===== src/rtl/pipelined_rca_adder_if.sv =====
// Streaming operand/result bundle for pipelined_rca_adder.
// master: operand source plus result consumer. slave: the adder itself.
interface pipelined_rca_adder_if #(
    parameter int WIDTH = 16
);
    logic             in_valid;
    logic             in_ready;
    logic [WIDTH-1:0] in1;
    logic [WIDTH-1:0] in2;
    logic             c_in;
    logic             out_valid;
    logic             out_ready;
    logic [WIDTH-1:0] sum;
    logic             c_out;
    logic             overflow;

    modport master (
        output in_valid, in1, in2, c_in, out_ready,
        input  in_ready, out_valid, sum, c_out, overflow
    );

    modport slave (
        input  in_valid, in1, in2, c_in, out_ready,
        output in_ready, out_valid, sum, c_out, overflow
    );
endinterface


===== src/rtl/pipelined_rca_adder.sv =====
// Pipelined ripple-carry adder: WIDTH-bit in1 + in2 + c_in.
// The carry chain is cut into STAGES chunks of CW = WIDTH/STAGES bits.
// Each chunk is added in its own register stage.
// A stage carries forward:
//   - the sum bits already finished,
//   - the operand bits not yet added,
//   - the chunk carry.
// The last stage drives sum/c_out/out_valid directly from registers.
// A stall (out_valid & ~out_ready) freezes every stage at once.
// Optional macro OVF_DETECT_EN adds a registered signed-overflow flag.
// Without it the overflow port is tied to 0.
module pipelined_rca_adder #(
    parameter int WIDTH  = 16,
    parameter int STAGES = 4
) (
    input logic                  clk,
    input logic                  rst,
    pipelined_rca_adder_if.slave bus
);
    localparam int CW = WIDTH / STAGES;

    if ((STAGES < 1) || (STAGES > WIDTH) || ((WIDTH % STAGES) != 0)) begin : g_param_check
        $error("pipelined_rca_adder: WIDTH must be divisible by STAGES and 1 <= STAGES <= WIDTH");
    end

    // Bit-serial ripple add of one chunk; returns {carry_out, sum}
    function automatic logic [CW:0] chunk_add(
        input logic [CW-1:0] a,
        input logic [CW-1:0] b,
        input logic          ci
    );
        logic [CW-1:0] s;
        logic          c;
        s = {CW{1'b0}};
        c = ci;
        for (int i = 0; i < CW; i++) begin
            s[i] = a[i] ^ b[i] ^ c;
            c    = (a[i] & b[i]) | (c & (a[i] ^ b[i]));
        end
        return {c, s};
    endfunction

    logic stall_s;

    assign stall_s      = bus.out_valid & ~bus.out_ready;
    assign bus.in_ready = ~stall_s;

    for (genvar k = 0; k < STAGES; k++) begin : g_stage
        localparam int DONE_W = (k + 1) * CW;   // sum bits finished after this stage
        localparam int SRC_W  = WIDTH - k * CW; // operand bits still to add at this stage

        logic [SRC_W-1:0]  a_src_s;
        logic [SRC_W-1:0]  b_src_s;
        logic              cin_s;
        logic              vin_s;
        logic [DONE_W-1:0] sum_nxt_s;
        logic [CW:0]       add_s;
        logic              load_s;
        logic              valid_r;
        logic              carry_r;
        logic [DONE_W-1:0] sum_r;

        if (k == 0) begin : g_src
            assign a_src_s   = bus.in1;
            assign b_src_s   = bus.in2;
            assign cin_s     = bus.c_in;
            assign vin_s     = bus.in_valid;
            assign sum_nxt_s = add_s[CW-1:0];
        end else begin : g_src
            assign a_src_s   = g_stage[k-1].g_fwd.a_rem_r;
            assign b_src_s   = g_stage[k-1].g_fwd.b_rem_r;
            assign cin_s     = g_stage[k-1].carry_r;
            assign vin_s     = g_stage[k-1].valid_r;
            assign sum_nxt_s = {add_s[CW-1:0], g_stage[k-1].sum_r};
        end

        assign add_s  = chunk_add(a_src_s[CW-1:0], b_src_s[CW-1:0], cin_s);
        assign load_s = ~stall_s & vin_s;

        // Valid bit advances with the pipe (bubbles included) and holds during a stall
        always_ff @(posedge clk or posedge rst) begin
            if (rst) begin
                valid_r <= 1'b0;
            end else if (!stall_s) begin
                valid_r <= vin_s;
            end
        end

        // Data loads only when a valid item moves in, so bubbles never disturb held data
        always_ff @(posedge clk or posedge rst) begin
            if (rst) begin
                carry_r <= 1'b0;
                sum_r   <= {DONE_W{1'b0}};
            end else if (load_s) begin
                carry_r <= add_s[CW];
                sum_r   <= sum_nxt_s;
            end
        end

        if (k < STAGES - 1) begin : g_fwd
            logic [SRC_W-CW-1:0] a_rem_r;
            logic [SRC_W-CW-1:0] b_rem_r;

            // Carry the not-yet-added upper operand bits to the next stage
            always_ff @(posedge clk or posedge rst) begin
                if (rst) begin
                    a_rem_r <= {(SRC_W-CW){1'b0}};
                    b_rem_r <= {(SRC_W-CW){1'b0}};
                end else if (load_s) begin
                    a_rem_r <= a_src_s[SRC_W-1:CW];
                    b_rem_r <= b_src_s[SRC_W-1:CW];
                end
            end
        end

`ifdef OVF_DETECT_EN
        if (k == STAGES - 1) begin : g_ovf
            logic msb_cin_s;
            logic ovf_r;

            // Carry into the MSB recovered from the MSB sum bit and its operand bits
            assign msb_cin_s = add_s[CW-1] ^ a_src_s[CW-1] ^ b_src_s[CW-1];

            // Overflow flag registered alongside the last chunk, same hold rules as c_out
            always_ff @(posedge clk or posedge rst) begin
                if (rst) begin
                    ovf_r <= 1'b0;
                end else if (load_s) begin
                    ovf_r <= msb_cin_s ^ add_s[CW];
                end
            end
        end
`endif
    end

    assign bus.out_valid = g_stage[STAGES-1].valid_r;
    assign bus.sum       = g_stage[STAGES-1].sum_r;
    assign bus.c_out     = g_stage[STAGES-1].carry_r;
`ifdef OVF_DETECT_EN
    assign bus.overflow  = g_stage[STAGES-1].g_ovf.ovf_r;
`else
    assign bus.overflow  = 1'b0;
`endif
endmodule


===== src/flat_wrapper.sv =====
// flat-port wrapper written by rule: the top's interface ports become plain ports
module pipelined_rca_adder_flat 
#(
    parameter int WIDTH  = 16,
    parameter int STAGES = 4
)
  (clk, rst, bus_in_valid, bus_in1, bus_in2, bus_c_in, bus_out_ready, bus_in_ready, bus_out_valid, bus_sum, bus_c_out, bus_overflow);
  pipelined_rca_adder_if #(.WIDTH(WIDTH)) bus_i ();
  input logic clk;
  input logic rst;
  input wire logic [$bits(bus_i.in_valid)-1:0] bus_in_valid;
  input wire logic [$bits(bus_i.in1)-1:0] bus_in1;
  input wire logic [$bits(bus_i.in2)-1:0] bus_in2;
  input wire logic [$bits(bus_i.c_in)-1:0] bus_c_in;
  input wire logic [$bits(bus_i.out_ready)-1:0] bus_out_ready;
  output wire logic [$bits(bus_i.in_ready)-1:0] bus_in_ready;
  output wire logic [$bits(bus_i.out_valid)-1:0] bus_out_valid;
  output wire logic [$bits(bus_i.sum)-1:0] bus_sum;
  output wire logic [$bits(bus_i.c_out)-1:0] bus_c_out;
  output wire logic [$bits(bus_i.overflow)-1:0] bus_overflow;
  assign bus_i.in_valid = bus_in_valid;
  assign bus_i.in1 = bus_in1;
  assign bus_i.in2 = bus_in2;
  assign bus_i.c_in = bus_c_in;
  assign bus_i.out_ready = bus_out_ready;
  assign bus_in_ready = bus_i.in_ready;
  assign bus_out_valid = bus_i.out_valid;
  assign bus_sum = bus_i.sum;
  assign bus_c_out = bus_i.c_out;
  assign bus_overflow = bus_i.overflow;
  pipelined_rca_adder #(.WIDTH(WIDTH), .STAGES(STAGES)) u_core (.clk(clk), .rst(rst), .bus(bus_i));
endmodule

===== config.mk =====
export PLATFORM = sky130hd
export DESIGN_NAME = pipelined_rca_adder_flat
export DESIGN_NICKNAME = d
export VERILOG_FILES = /design/src/rtl/pipelined_rca_adder_if.sv /design/src/rtl/pipelined_rca_adder.sv /design/src/flat_wrapper.sv
export SDC_FILE = /design/constraint.sdc
export NUM_CORES = 1
export LEC_CHECK = 0
export ABC_AREA = 0
export BUFFER_PORTS_ARGS = -buffer_cell sky130_fd_sc_hd__buf_2
export CORE_MARGIN = 1.5
export CORE_UTILIZATION = 40
export DETAILED_ROUTE_END_ITERATION = 12
export PLACE_DENSITY = 0.65
export SETUP_SLACK_MARGIN = 0.4
export SLEW_MARGIN = 20
export SYNTH_ARGS = -nofsm -noshare
export SYNTH_HDL_FRONTEND = slang
export SYNTH_SLANG_ARGS = --single-unit

===== constraint.sdc =====
create_clock -name clk -period 3.2 [get_ports clk]
set_clock_uncertainty 0.05 [all_clocks]
set_input_delay 0.32 -clock clk [delete_from_list [all_inputs] [get_ports clk]]
set_output_delay 0.32 -clock clk [all_outputs]
set_load 0.02 [all_outputs]

==> impl_metrics.tcl <==
set metrics [dict create \
    postCtsHoldBufs 0 \
    die_y_microns 104 \
    first_global_vias 2246 \
    track_usage_pct 13.5 \
    coreArea_sq_um 9820 \
    cts_root_buffer "clkbuf_8" \
    finalMaxSlewViolations 0 \
    via_per_inst 4.59 \
    fmax_mhz 427 \
    holdWs_ns 0.0827 \
    postCtsSetupBuffers 0 \
    rsz0062_at_grt "false" \
    start_util_pct 41.3 \
    grt_max_degree 51 \
    syn_inst 268 \
    max_cap_violations 0 \
    finalHoldViolCount 0 \
    hpwl_microns 4510 \
    firstDrtPassIters 4 \
    worstPathArrival_ns 2.56 \
    cts.path.max_buffers 2 \
    fin_crit_ns 2.34 \
    wl_per_cell_microns 14.1 \
    async_flop_share_pct 100 \
    synth_cell_types 17 \
    hold_path.class "in2async" \
    syn_nets 321 \
    tritoncts "done" \
    crit_type "reg2reg" \
    yosys_most_used_dff "dfrtp_1" \
    synth_commonest_cells "96 x dfrtp_1, 69 x mux2_2, 35 x inv_1" \
    syn_to_final_growth_pct 16.0 \
    slew_headroom_pct 39.1 \
    critPathRequiredTime_ns 3.42 \
    syn_area_sq_um 4060 \
    routed_wl_microns 6530 \
    synth_xor_area_share_pct 0 \
    p_leak_nw 2.22 \
    worstSetupStartpointType "flip-flop" \
    synth_compound_area_share_pct 2.31 \
    r2r_start "u_core.g_stage[1].g_fwd.b_rem_r[0]" \
    fp.dieW_microns 104 \
    fillerInstances 932 \
    portBuffers 55 \
    dieArea_sq_um 10800 \
    synth.avg_cell_area_sq_um 15.1 \
    synth_fa_ha_area_share_pct 7.90 \
    post_cts_resized 0 \
    min_period_over_period_pct 73.1 \
    yosysTopAreaCell "dfrtp_1" \
    finalSetupViolCount 0 \
    post-route-util_pct 47.9 \
    synth_seq_cells 96 \
    vdd_ir_drop_max_mv 0.292 \
    crit_path_end_kind "flip-flop" \
    synth-edff-count 0 \
    power.density_nw_per_um2 990 \
    cts_sinks 96 \
    ff2ff_path_depth 8 \
    synth_area_leaders "dfrtp_1 59%, mux2_2 19%, fa_1 7.9%" \
    rows 36 \
    setup-tns-final_ns 0 \
    synth.area.mux_share_pct 24.4 \
    reg2reg_slack_ns 0.86 \
    drive_gt1_share_pct 47.3 \
    ys_seq_area_share_pct 59.2 \
    fin_nets 378 \
    htreeDepth 3 \
    grt_pass1_wl_microns 11400 \
    yosys.area_share.simple_pct 0.926 \
    gp_congestion 0.753 \
    status "finished clean" \
    grt_overflow 0 \
    synth_top_family_by_area "multiplexers" \
    clkSlewWorstSetupHoldPaths_ns 0.09 \
    synth_top_area_share_pct 59.2 \
    drc 0 \
    worst-slew-pin-transition_ns 0.911 \
    drtIter0Drc 73 \
    reg2reg_to "u_core.g_stage[2].sum_r[11]" \
    pin_count 57 \
    antenna_found_initial 0 \
    cts_buffers 9 \
    clk_latency_ns 0.35 \
    worstPathMaxFanout 2 \
    antennaDiodeCount 0 \
    ant_nets 0 \
    synth.most_common_cell "dfrtp_1" \
    ys.warnings.count 0 \
    dr_total_vias 2124 \
]
## worst max-delay path, cell delays in order, from the launching register on
cell and delay, ns:
dfrtp_1 0.40, fa_1 0.41, inv_1 0.08, fa_1 0.17, inv_1 0.06, fa_1 0.40, inv_1 0.09, fa_1 0.40
a31oi_1 0.19
## per-layer routing
layer / vias up / share of wire, % / GRT usage [%]
li1: 997 / - / -
met3: 10 / 3.0 / 2.71
met2: 35 / 49 / 21.3
met4: 0 / 2.3 / 7.44
met1: 1082 / 46 / 17.6
met5: - / 0 / 0
## worst max path at each step
stage	startpoint	endpoint	slack, ns	depth (start not counted)
after floorplan	u_core.g_stage[1].g_fwd.b_rem_r[0]	u_core.g_stage[2].sum_r[11]	1.0	8
after global placement	u_core.g_stage[1].g_fwd.b_rem_r[0]	u_core.g_stage[2].sum_r[11]	0.95	8
after detailed placement	u_core.g_stage[1].g_fwd.b_rem_r[0]	u_core.g_stage[2].sum_r[11]	0.87	8
after CTS	u_core.g_stage[1].g_fwd.b_rem_r[0]	u_core.g_stage[2].sum_r[11]	0.84	8
after global routing	u_core.g_stage[1].g_fwd.b_rem_r[0]	u_core.g_stage[2].sum_r[11]	0.73	8
final	u_core.g_stage[1].g_fwd.b_rem_r[0]	u_core.g_stage[2].sum_r[11]	0.86	8
## layout by cell type, fill, tap and decap left out
cell / instances
mux2_4: 10
clkbuf_8: 10
buf_4: 2
nand2_1: 3
buf_12: 1
nand2_2: 2
clkinv_2: 1
conb_1: 1
clkinv_4: 1
fa_1: 16
a31oi_1: 7
nand2b_4: 1
buf_2: 55
inv_1: 34
o21ai_0: 3
dfrtp_1: 96
mux2_2: 69
mux2i_1: 5
a21oi_1: 7
clkinvlp_4: 1
bufinv_16: 3
clkbuf_1: 1
mux2_1: 1
## power breakdown
group          internal (mW)  switching [mW]
logic                  0.863           0.779
clock network          0.541           0.402
registers               1.77           0.305
## kinds of logic (layout without fill, tap and decap cells)
logic type      count (synthesis)  in the layout
flops                          96             96
fa+ha+maj                      16             16
other cells                     1              1
simple gates                    6              6
compound gates                 17             17
mux                            85             85
buf+inv                        47            109
## flip-flops by register name (all words and copies together), names as in the netlist
register and flops:
u_core.g_stage.carry_r 3, u_core.bus.out_valid 1, u_core.g_stage.sum_r 24, u_core.g_stage.g_fwd.a_rem_r 24, u_core.g_stage.g_fwd.b_rem_r 24, u_core.g_stage.valid_r 3, u_core.bus.sum 16, u_core.bus.c_out 1
## stage by stage
step                      total power [mW]  instance area [sq um]  std cells  setup slack, ns
final                                 4.66                   4700        463            0.861
after global routing                  5.03                   4700        463            0.730
after CTS                             4.74                   4700        463            0.837
after detailed placement              3.78                   4460        447            0.873
after global placement                3.70                   4460        447            0.949
after floorplan                       3.33                   4060        268            0.995
## cell type report
| class | instances | area (sq um) | area share, % |
|---|---|---|---|
| clock buffers | 11 | 141 | 3.01 |
| inverters | 35 | 135 | 2.87 |
| flip-flops and latches | 96 | 2400 | 51.1 |
| well taps | 133 | 166 | 3.54 |
| clock inverters | 5 | 104 | 2.21 |
| multi-input cells | 125 | 1440 | 30.7 |
| repair buffers | 58 | 310 | 6.60 |
No activity file was read; power rests on OpenSTA's default activity.
